`config.mk`:
```
export PLATFORM = sky130hd
export DESIGN_NAME = rr_port_arbitrator_flat
export DESIGN_NICKNAME = d
export VERILOG_FILES = /design/src/rtl/rr_port_arbitrator_if.sv /design/src/rtl/rr_port_arbitrator.sv /design/src/flat_wrapper.sv
export SDC_FILE = /design/constraint.sdc
export NUM_CORES = 1
export LEC_CHECK = 0
export BUFFER_PORTS_ARGS = -buffer_cell sky130_fd_sc_hd__clkbuf_2
export CORE_AREA = 4 4 113 115
export CTS_CLUSTER_DIAMETER = 60
export CTS_CLUSTER_SIZE = 20
export DETAILED_ROUTE_END_ITERATION = 8
export DIE_AREA = 0 0 117 119
export RECOVER_POWER = 50
export REMOVE_ABC_BUFFERS = 1
export SLEW_MARGIN = 15
export SYNTH_ARGS = -nofsm -noshare
export SYNTH_HDL_FRONTEND = slang
export SYNTH_SLANG_ARGS = --single-unit
```
`constraint.sdc`:
```
create_clock -name i_clk -period 6.43 [get_ports i_clk]
set_input_delay 0 -clock i_clk [delete_from_list [all_inputs] [get_ports i_clk]]
set_output_delay 0 -clock i_clk [all_outputs]
set_load 0.02 [all_outputs]
```
`src/rtl/rr_port_arbitrator_if.sv`:
```
// -----------------------------------------------------------------------------
// rr_port_arbitrator_if
// Handshake bundle between the per-port input FIFOs / write-path mux and the
// round-robin port arbiter.
//
//   i_req        [PORTNUM]  per-port packet request (level, held until granted)
//   i_ready      [PORTNUM]  per-port ready; request counts only when ready
//   i_eop                   end of the granted packet
//   o_port_ready            arbiter idle
//   o_resp       [PORTNUM]  one-hot grant pulse (one cycle)
//   o_nresp      [PORTNUM]  bitwise inverse of o_resp
//   o_en                    write path enable, high while a packet is granted
//   o_sel        [SEL_W]    index of the granted port, held after release
//   o_timeout               forced-release pulse from the packet-length watchdog
//
// Modports: master = port/FIFO side (drives requests), slave = arbiter.
// -----------------------------------------------------------------------------
interface rr_port_arbitrator_if #(
  parameter int PORTNUM = 16
);
  localparam int SEL_W = $clog2(PORTNUM);

  logic [PORTNUM-1:0] i_req;
  logic [PORTNUM-1:0] i_ready;
  logic               i_eop;
  logic               o_port_ready;
  logic [PORTNUM-1:0] o_resp;
  logic [PORTNUM-1:0] o_nresp;
  logic               o_en;
  logic [SEL_W-1:0]   o_sel;
  logic               o_timeout;

  modport master (
    output i_req, i_ready, i_eop,
    input  o_port_ready, o_resp, o_nresp, o_en, o_sel, o_timeout
  );

  modport slave (
    input  i_req, i_ready, i_eop,
    output o_port_ready, o_resp, o_nresp, o_en, o_sel, o_timeout
  );
endinterface

```
`src/rtl/rr_port_arbitrator.sv`:
```
// -----------------------------------------------------------------------------
// rr_port_arbitrator
// Packet-level round-robin arbiter: grants one of PORTNUM ports the shared
// cache write path for exactly one packet at a time. Priority rotates so the
// port after the last granted one is searched first.
//
// Parameters:
//   PORTNUM  number of ports (2..64)
//   MAXLEN   watchdog limit in BUSY cycles (>= 2), watchdog build only
//
// Ports:
//   i_clk    clock, rising edge
//   i_rst    synchronous active-high reset
//   bus      rr_port_arbitrator_if.slave (request/ready/eop in,
//            port_ready/resp/nresp/en/sel/timeout out)
//
// Build option:
//   PORT_ARB_WATCHDOG_EN  when defined, a packet that stays BUSY for MAXLEN
//                         cycles without i_eop is force-released and
//                         o_timeout pulses; otherwise o_timeout is tied low.
// -----------------------------------------------------------------------------
module rr_port_arbitrator #(
  parameter int PORTNUM = 16,
  parameter int MAXLEN  = 1024
) (
  input logic                 i_clk,
  input logic                 i_rst,
  rr_port_arbitrator_if.slave bus
);

  localparam int SEL_W = $clog2(PORTNUM);

  if (PORTNUM < 2 || PORTNUM > 64 || MAXLEN < 2) begin : g_bad_param
    $error("rr_port_arbitrator: PORTNUM must be 2..64 and MAXLEN >= 2");
  end

  typedef enum logic {IDLE, BUSY} state_t;

  state_t             state_q, state_d;
  logic [PORTNUM-1:0] eligible;
  logic [PORTNUM-1:0] resp_q;
  logic [SEL_W-1:0]   sel_q;
  logic [SEL_W-1:0]   ptr_q;       // last granted index
  logic [SEL_W-1:0]   winner;
  logic               win_valid;
  logic               wd_expire;   // watchdog forces release at this edge

  assign eligible = bus.i_req & bus.i_ready;

  // Rotating search starting at ptr+1. Offsets are walked from farthest to
  // nearest so the nearest eligible port is the last (winning) assignment.
  always_comb begin
    int idx;
    // NOTE: every variable written here gets a default first; a path that
    // leaves one unassigned would make synthesis infer a latch.
    win_valid = 1'b0;
    winner    = '0;
    idx       = 0;
    for (int i = PORTNUM; i >= 1; i--) begin
      idx = int'(ptr_q) + i;
      if (idx >= PORTNUM) idx = idx - PORTNUM;
      if (eligible[SEL_W'(idx)]) begin
        win_valid = 1'b1;
        winner    = SEL_W'(idx);
      end
    end
  end

  // ---- FSM: state register ----
  always_ff @(posedge i_clk) begin
    // NOTE: clocked state uses non-blocking assignments so every register
    // samples the pre-edge values; blocking here would create order races.
    if (i_rst) state_q <= IDLE;
    else       state_q <= state_d;
  end

  // ---- FSM: next state ----
  always_comb begin
    state_d = state_q;
    unique case (state_q)
      IDLE: if (win_valid)                state_d = BUSY;
      BUSY: if (bus.i_eop || wd_expire)   state_d = IDLE;
    endcase
  end

  // Grant datapath: decision is captured only on the IDLE->BUSY edge, so
  // request/ready changes during BUSY cannot disturb the granted port.
  always_ff @(posedge i_clk) begin
    if (i_rst) begin
      resp_q <= '0;
      sel_q  <= '0;
      ptr_q  <= SEL_W'(PORTNUM - 1);   // port 0 searched first after reset
    end else begin
      resp_q <= '0;                    // grant is a single-cycle pulse
      if (state_q == IDLE && win_valid) begin
        resp_q <= PORTNUM'(1) << winner;
        sel_q  <= winner;
        ptr_q  <= winner;
      end
    end
  end

`ifdef PORT_ARB_WATCHDOG_EN
  localparam int CNT_W = $clog2(MAXLEN + 1);

  logic [CNT_W-1:0] wd_cnt_q;
  logic             timeout_q;

  // Counter value k-1 during BUSY cycle k, so the limit hit in cycle MAXLEN
  // gives BUSY exactly MAXLEN cycles. A coincident eop is a normal release.
  assign wd_expire = (state_q == BUSY) && !bus.i_eop &&
                     (wd_cnt_q == CNT_W'(MAXLEN - 1));

  always_ff @(posedge i_clk) begin
    if (i_rst) begin
      wd_cnt_q  <= '0;
      timeout_q <= 1'b0;
    end else begin
      timeout_q <= wd_expire;
      if (state_q == IDLE)  wd_cnt_q <= '0;
      else if (!bus.i_eop)  wd_cnt_q <= wd_cnt_q + CNT_W'(1);
    end
  end
`else
  assign wd_expire = 1'b0;
`endif

  // ---- FSM: outputs ----
  always_comb begin
    bus.o_port_ready = (state_q == IDLE);
    bus.o_en         = (state_q == BUSY);
    bus.o_resp       = resp_q;
    bus.o_nresp      = ~resp_q;
    bus.o_sel        = sel_q;
`ifdef PORT_ARB_WATCHDOG_EN
    bus.o_timeout    = timeout_q;
`else
    bus.o_timeout    = 1'b0;
`endif
  end

endmodule

```
`src/flat_wrapper.sv`:
```
// flat-port wrapper written by rule: the top's interface ports become plain ports
module rr_port_arbitrator_flat 
#(
  parameter int PORTNUM = 16,
  parameter int MAXLEN  = 1024
)
  (i_clk, i_rst, bus_i_req, bus_i_ready, bus_i_eop, bus_o_port_ready, bus_o_resp, bus_o_nresp, bus_o_en, bus_o_sel, bus_o_timeout);
  rr_port_arbitrator_if #(.PORTNUM(PORTNUM)) bus_i ();
  input logic i_clk;
  input logic i_rst;
  input wire logic [$bits(bus_i.i_req)-1:0] bus_i_req;
  input wire logic [$bits(bus_i.i_ready)-1:0] bus_i_ready;
  input wire logic [$bits(bus_i.i_eop)-1:0] bus_i_eop;
  output wire logic [$bits(bus_i.o_port_ready)-1:0] bus_o_port_ready;
  output wire logic [$bits(bus_i.o_resp)-1:0] bus_o_resp;
  output wire logic [$bits(bus_i.o_nresp)-1:0] bus_o_nresp;
  output wire logic [$bits(bus_i.o_en)-1:0] bus_o_en;
  output wire logic [$bits(bus_i.o_sel)-1:0] bus_o_sel;
  output wire logic [$bits(bus_i.o_timeout)-1:0] bus_o_timeout;
  assign bus_i.i_req = bus_i_req;
  assign bus_i.i_ready = bus_i_ready;
  assign bus_i.i_eop = bus_i_eop;
  assign bus_o_port_ready = bus_i.o_port_ready;
  assign bus_o_resp = bus_i.o_resp;
  assign bus_o_nresp = bus_i.o_nresp;
  assign bus_o_en = bus_i.o_en;
  assign bus_o_sel = bus_i.o_sel;
  assign bus_o_timeout = bus_i.o_timeout;
  rr_port_arbitrator #(.PORTNUM(PORTNUM), .MAXLEN(MAXLEN)) u_core (.i_clk(i_clk), .i_rst(i_rst), .bus(bus_i));
endmodule
```
## Yosys cells after proc, flatten, opt, wreduce, memory -nomap -nowiden

Index checks and enable logic that the tools add are counted.

| storage, ports and cells | value |
|---|---|
| output and inout bits | 39 |
| bits in registers | 25 |
| logic and storage cells | 174 |

| operators by class | value |
|---|---|
| mux-type cells | 99 |
| reductions and logical operators | 2 |
| bitwise operators | 4 |
| shift operators | 1 |
| order comparisons | 32 |
| $add $sub $neg | 32 |

Operators by type and width:

| operator | count |
|---|---|
| $mux W4 | 32 |
| $lt A4 B6 Y1 const B | 16 |
| $ge A5 B5 Y1 const B | 15 |
| $bmux W1 S4 | 16 |
| $sub A4 B1 Y4 const B | 16 |
| $mux W1 | 50 |
| $add A4 B4 Y5 const B | 8 |
| $add A4 B3 Y5 const B | 4 |
| $and A16 B16 Y16 | 1 |
| $not A16 Y16 | 1 |
| $shl A1 B4 Y16 const A | 1 |
| $add A4 B2 Y5 const B | 2 |
| $add A4 B5 Y6 const B | 1 |
| $ge A6 B5 Y1 const B | 1 |
| $add A4 B1 Y5 const B | 1 |
| $not A1 Y1 | 2 |
| $pmux W1 S2 | 1 |
| $reduce_or A2 Y1 | 1 |
| $logic_and A1 B1 Y1 | 1 |

## Depth between registers and ports, before layout

| logic depth | value |
|---|---|
| depth after elaboration | 25 |
| depth in mapped cells | 18 |
| depth with buffers taken out | 11 |

## Least setup slack after synthesis

OpenSTA, ideal clock, no wires.

| timing | value |
|---|---|
| kind | flip-flop to flip-flop |
| start point | reg u_core.ptr_q[2] |
| end point | reg u_core.resp_q[4] (netlist: u_core.bus.o_resp[4]) |
| clock period less this slack | 4.477 ns |
| library setup time | 0.092 ns |
| data arrival time | 4.385 ns |
| required time | 6.338 ns |
| stages on the path, launching flop included | 18 |
| buffers on the path | 6 |
| slack | 1.953 ns |
| path through | dfxtp_1 buf_2 buf_1 clkbuf_1 inv_1 ha_1 buf_2 buf_2 and4b_1 or4_1 mux4_2 buf_6 nand2_2 o221ai_2 or4_1 a31oi_2 a211oi_2 nor4_1 |

| between the ends | value |
|---|---|
| word-level cells in the longest chain between the ends | 25 |
| elaborated cells between the ends (all ways) | 148 |

RTL lines:

| what | RTL line | source |
|---|---|---|
| start: declaration | rr_port_arbitrator.sv:43 | `logic [SEL_W-1:0] ptr_q;` |
| start signal: assignment | rr_port_arbitrator.sv:92 | `ptr_q <= SEL_W'(PORTNUM - 1);` |
| start signal: assignment | rr_port_arbitrator.sv:98 | `ptr_q <= winner;` |
| $add A4 B5 Y6 | rr_port_arbitrator.sv:60 | `idx = int'(ptr_q) + i;` |
| $ge A6 B5 Y1 or $sub A4 B1 Y4 (tied branches) | rr_port_arbitrator.sv:61 | `if (idx >= PORTNUM) idx = idx - PORTNUM;` |
| $mux W4 | rr_port_arbitrator.sv:61 |  |
| $bmux W1 S4 | rr_port_arbitrator.sv:62 | `if (eligible[SEL_W'(idx)]) begin` |
| $mux W1 (not written as such) (2 in series) | rr_port_arbitrator.sv:62 |  |
| $mux W1 (16 in series) | rr_port_arbitrator.sv:62 |  |
| $logic_and A1 B1 Y1 | rr_port_arbitrator.sv:95 | `if (state_q == IDLE && win_valid) begin` |
| $not A1 Y1 (no source line) | n/a |  |
| $reduce_or A2 Y1 (no source line) | n/a |  |
| end signal: assignment | rr_port_arbitrator.sv:96 | `resp_q <= PORTNUM'(1) << winner;` |
| end: declaration | rr_port_arbitrator.sv:41 | `logic [PORTNUM-1:0] resp_q;` |

Parallel ways exist; a longest one is shown, timed or not. The select of a mux whose other input is x is not followed.
A chain may end at the register's enable or synchronous reset.

## Worst setup path in the final report

| timing | value |
|---|---|
| start point | reg u_core.ptr_q[1] |
| end point | reg u_core.resp_q[4] (netlist: u_core.bus.o_resp[4]) |

Same word-level chain as after synthesis.

==> results.md <==
* Outcome: finished clean
* Tot GR Track Use at 16.8%
* Remaining DRCs at 0
* Core area at 0.0118 mm^2
* Largest net degree at the start of global routing at 66
* Reg2Reg Depth at 12
* Top cells by area, synth: dfxtp_1 (14%), mux4_2 (12%), mux2i_1 (4.9%), nand2_1 (4.5%), nand4b_1 (3.8%)
* Final Hold Viols at 0
* CP max FO at 21
* Final worst-path cycle share at 72.4%
* Relative slew slack at 44.5%
* Final Critical Period at 4.65 ns
* RSZ-0062 raised after global routing: false
* Vias at 3895
* Ant. Diodes at 0
* Wire per inst at 18.7 um
* Clk Latency, worst-skew pair at 0.25 ns
* Vias in the first global route at 3686
* Routed Wire Length at 11.9 mm
* Hold Path Depth at 2
* Netlist Area Pre-Place at 0.00348 mm^2
* Postcts setup bufs at 0
* Clk root buf: clkbuf_16
* Grt total ovfl at 0
* Iteration-0 DRC Markers at 329
* CTS buffer count at 3
* First-pass GRT wire length at 19.2 mm
* TNS Setup at 0 ns
* Reg2reg start: u_core.ptr_q[1]
* Mapped Avg Cell Area at 8.04 um^2
* CTS tree: yes
* Hold_sp: i_rst
* Share of layout cells above drive strength 1 at 18.4%
* Crit-path max cell delay at 0.65 ns
* Post-DRT Antenna Nets at 0
* Dominant cell type by area after synthesis: dfxtp_1
* Reg2reg setup slack at 1.78 ns
* CP dominant cell by count: buf_4
* Crit-path slowest cell: mux4_2
* Layout Area Growth over Synthesis at 14.2%
* FMAX at 0.215 GHz
* Max-cap violations at 0
* DR pass1 iterations at 5
* EDFF count, synth at 0
* Number of port buffers at 72
* Initial core utilization at 29.5%
* Startpoint types: flop
* Worst EP required at 6.58 ns
* Number of cell rows at 40
* Worst path arrival time at 4.81 ns
* CP cell instances: buf_4 -> inv_2 -> buf_4 -> ha_1 -> inv_1 -> mux4_2 -> mux2i_1 -> nand3_1 -> or4_1 -> a31oi_2 -> a211oi_2 -> nor4_1
* Commonest register cell after synthesis: dfxtp_1
* Hold Path Class: in -> reg
* Top-count cell post-synth: nand2_1
* Die Wd at 117 um
* Die Ht at 119 um
* Synthesis Warnings at 0
* Cts hold-fix bufs at 0
* GPL Wtd Cong at 0.975
* Hold Crit Endpoint: u_core.bus.o_sel[0]
* Setup CP Type: reg -> reg
* Clock Sinks at 25
* H-Tree Depth at 1
* Top cells by count, synth: nand2_1 (42), a21oi_1 (26), dfxtp_1 (25), inv_1 (24), o21ai_0 (21)
* CP endpoint kind: flop
* HPWL after detailed placement at 9.18 mm
* Slew at the pin closest to its max-slew limit at 0.832 ns
* Synth Register Bits at 25
* CTS clk-pin slew, worst paths at 0.06 ns
* Final setup skew at 0.00189 ns
* Worst path bufs/invs at 4
* Nets at 531
* Mapped Cells at 433
* Sequential area share after synthesis at 14.4%
* Area share of the largest cell type after synthesis at 14.4%
* Reg2reg end: u_core.bus.o_resp[4]
* Final setup violation count at 0
* Yosys cell types at 66
* Filler cells at 1295
* Post-CTS resize count at 0
* CTS max path bufs at 2
* CP delay by family, top: multiplexers
* Initial antenna violation count at 0
* FFs w/ async S/R, synth at 0%
* Max-slew violations at 0
* Vias per std cell at 6.13
* Ports at 74
* Die area at 0.0139 mm^2
worst register-to-register path: stages, from the launching register on:
cell and delay [ns]:
dfxtp_1 0.31, buf_4 0.25, inv_2 0.07, buf_4 0.22, ha_1 0.51, inv_1 0.42
mux4_2 0.65, mux2i_1 0.61, nand3_1 0.26, or4_1 0.57, a31oi_2 0.21, a211oi_2 0.19
nor4_1 0.29
layout by cell type (no fill, tap or decap), types with 3 or more instances in the layout:
master | Yosys | routed
dfxtp_1 | 25 | 24
xor2_1 | 5 | 5
o22ai_1 | 4 | 4
or4_1 | 4 | 4
o21ai_1 | 3 | 3
nand2_1 | 42 | 42
xnor2_1 | 12 | 12
a31oi_1 | 7 | 7
a211o_1 | 5 | 5
clkbuf_16 | 0 | 3
nand3_1 | 13 | 13
clkbuf_2 | 0 | 41
nand4bb_1 | 4 | 4
o2111ai_1 | 11 | 11
clkbuf_1 | 10 | 32
mux4_2 | 19 | 19
nor3_1 | 5 | 5
and2_1 | 13 | 13
mux2_2 | 9 | 9
a21oi_1 | 26 | 26
o211ai_1 | 4 | 4
o41ai_1 | 3 | 3
o221ai_1 | 3 | 3
o21ai_0 | 21 | 21
nor4_1 | 16 | 16
and4_1 | 4 | 4
nand4b_1 | 15 | 15
and4b_1 | 4 | 4
and3_1 | 3 | 3
mux2i_1 | 17 | 17
inv_1 | 24 | 24
nor2_1 | 19 | 19
nand2b_1 | 3 | 3
ha_1 | 7 | 7
buf_4 | 1 | 7
nand4_1 | 14 | 14
layer usage:
metal,vias to the layer above,wire length (um),track usage (%)
met3,36,781,2.69
met4,0,363,4.73
met2,179,5710,27.6
li1,1825,-,-
met5,-,0,0
met1,1855,5020,22.5
per-stage QoR:
step                utilization, %  instance area [um^2]  instances  hold WS [ns]  setup WS (ns)
finish                        33.6                  3970        635        0.0150           1.78
global route                  33.6                  3970        635        0.0285           1.49
detailed placement            33.3                  3930        631         0.274           1.92
floorplan                        -                  3340        405        0.0691           1.43
global placement              33.3                  3930        631         0.266           2.04
CTS                           34.0                  4010        635       0.00929           1.84
worst max-delay path by stage:
| stage | from | end | cells past startpoint | slack [ns] |
|---|---|---|---|---|
| 3_5_place_dp | u_core.ptr_q[1] | u_core.bus.o_resp[4] | 12 | 1.92 |
| 4_1_cts | u_core.ptr_q[1] | u_core.bus.o_resp[4] | 12 | 1.84 |
| 3_3_place_gp | u_core.ptr_q[1] | u_core.bus.o_resp[7] | 12 | 2.04 |
| 5_1_grt | u_core.ptr_q[1] | u_core.bus.o_resp[4] | 12 | 1.49 |
| 6_report | u_core.ptr_q[1] | u_core.bus.o_resp[4] | 12 | 1.78 |
| 2_1_floorplan | u_core.ptr_q[0] | u_core.bus.o_resp[4] | 10 | 1.43 |
final cells by class:
type | instances | area [um^2] | area share, %
Timing Repair Buffer | 79 | 374 | 9.41
Clock buffer | 4 | 78.8 | 1.98
Multi-Input combinational cell | 353 | 2730 | 68.8
Inverter | 27 | 101 | 2.55
Tap cell | 147 | 184 | 4.63
Sequential cell | 25 | 502 | 12.6
kinds of logic (layout without fill, tap and decap cells):
family | count (synthesis) | after routing | share of synthesized area, %
and+or+nand+nor | 165 | 165 | 27.7
AOI/OAI and AO/OA | 118 | 118 | 23.9
buffers and inverters | 55 | 110 | 7.05
muxes | 45 | 45 | 20.1
DFF | 25 | 25 | 14.4
xor gates and xnor gates | 17 | 17 | 4.28
adders and majority gates | 7 | 7 | 2.52
other | 1 | 1 | 0.108
flip-flops by register name, indices dropped and copies added, names as in the netlist:
register,cells
u_core.bus.o_en,1
u_core.bus.o_resp,16
u_core.bus.o_sel,4
u_core.ptr_q,4
Power is left out: the tool's default activity adds up to more than one toggle a clock period on the data nets, which glitch-free logic cannot reach.
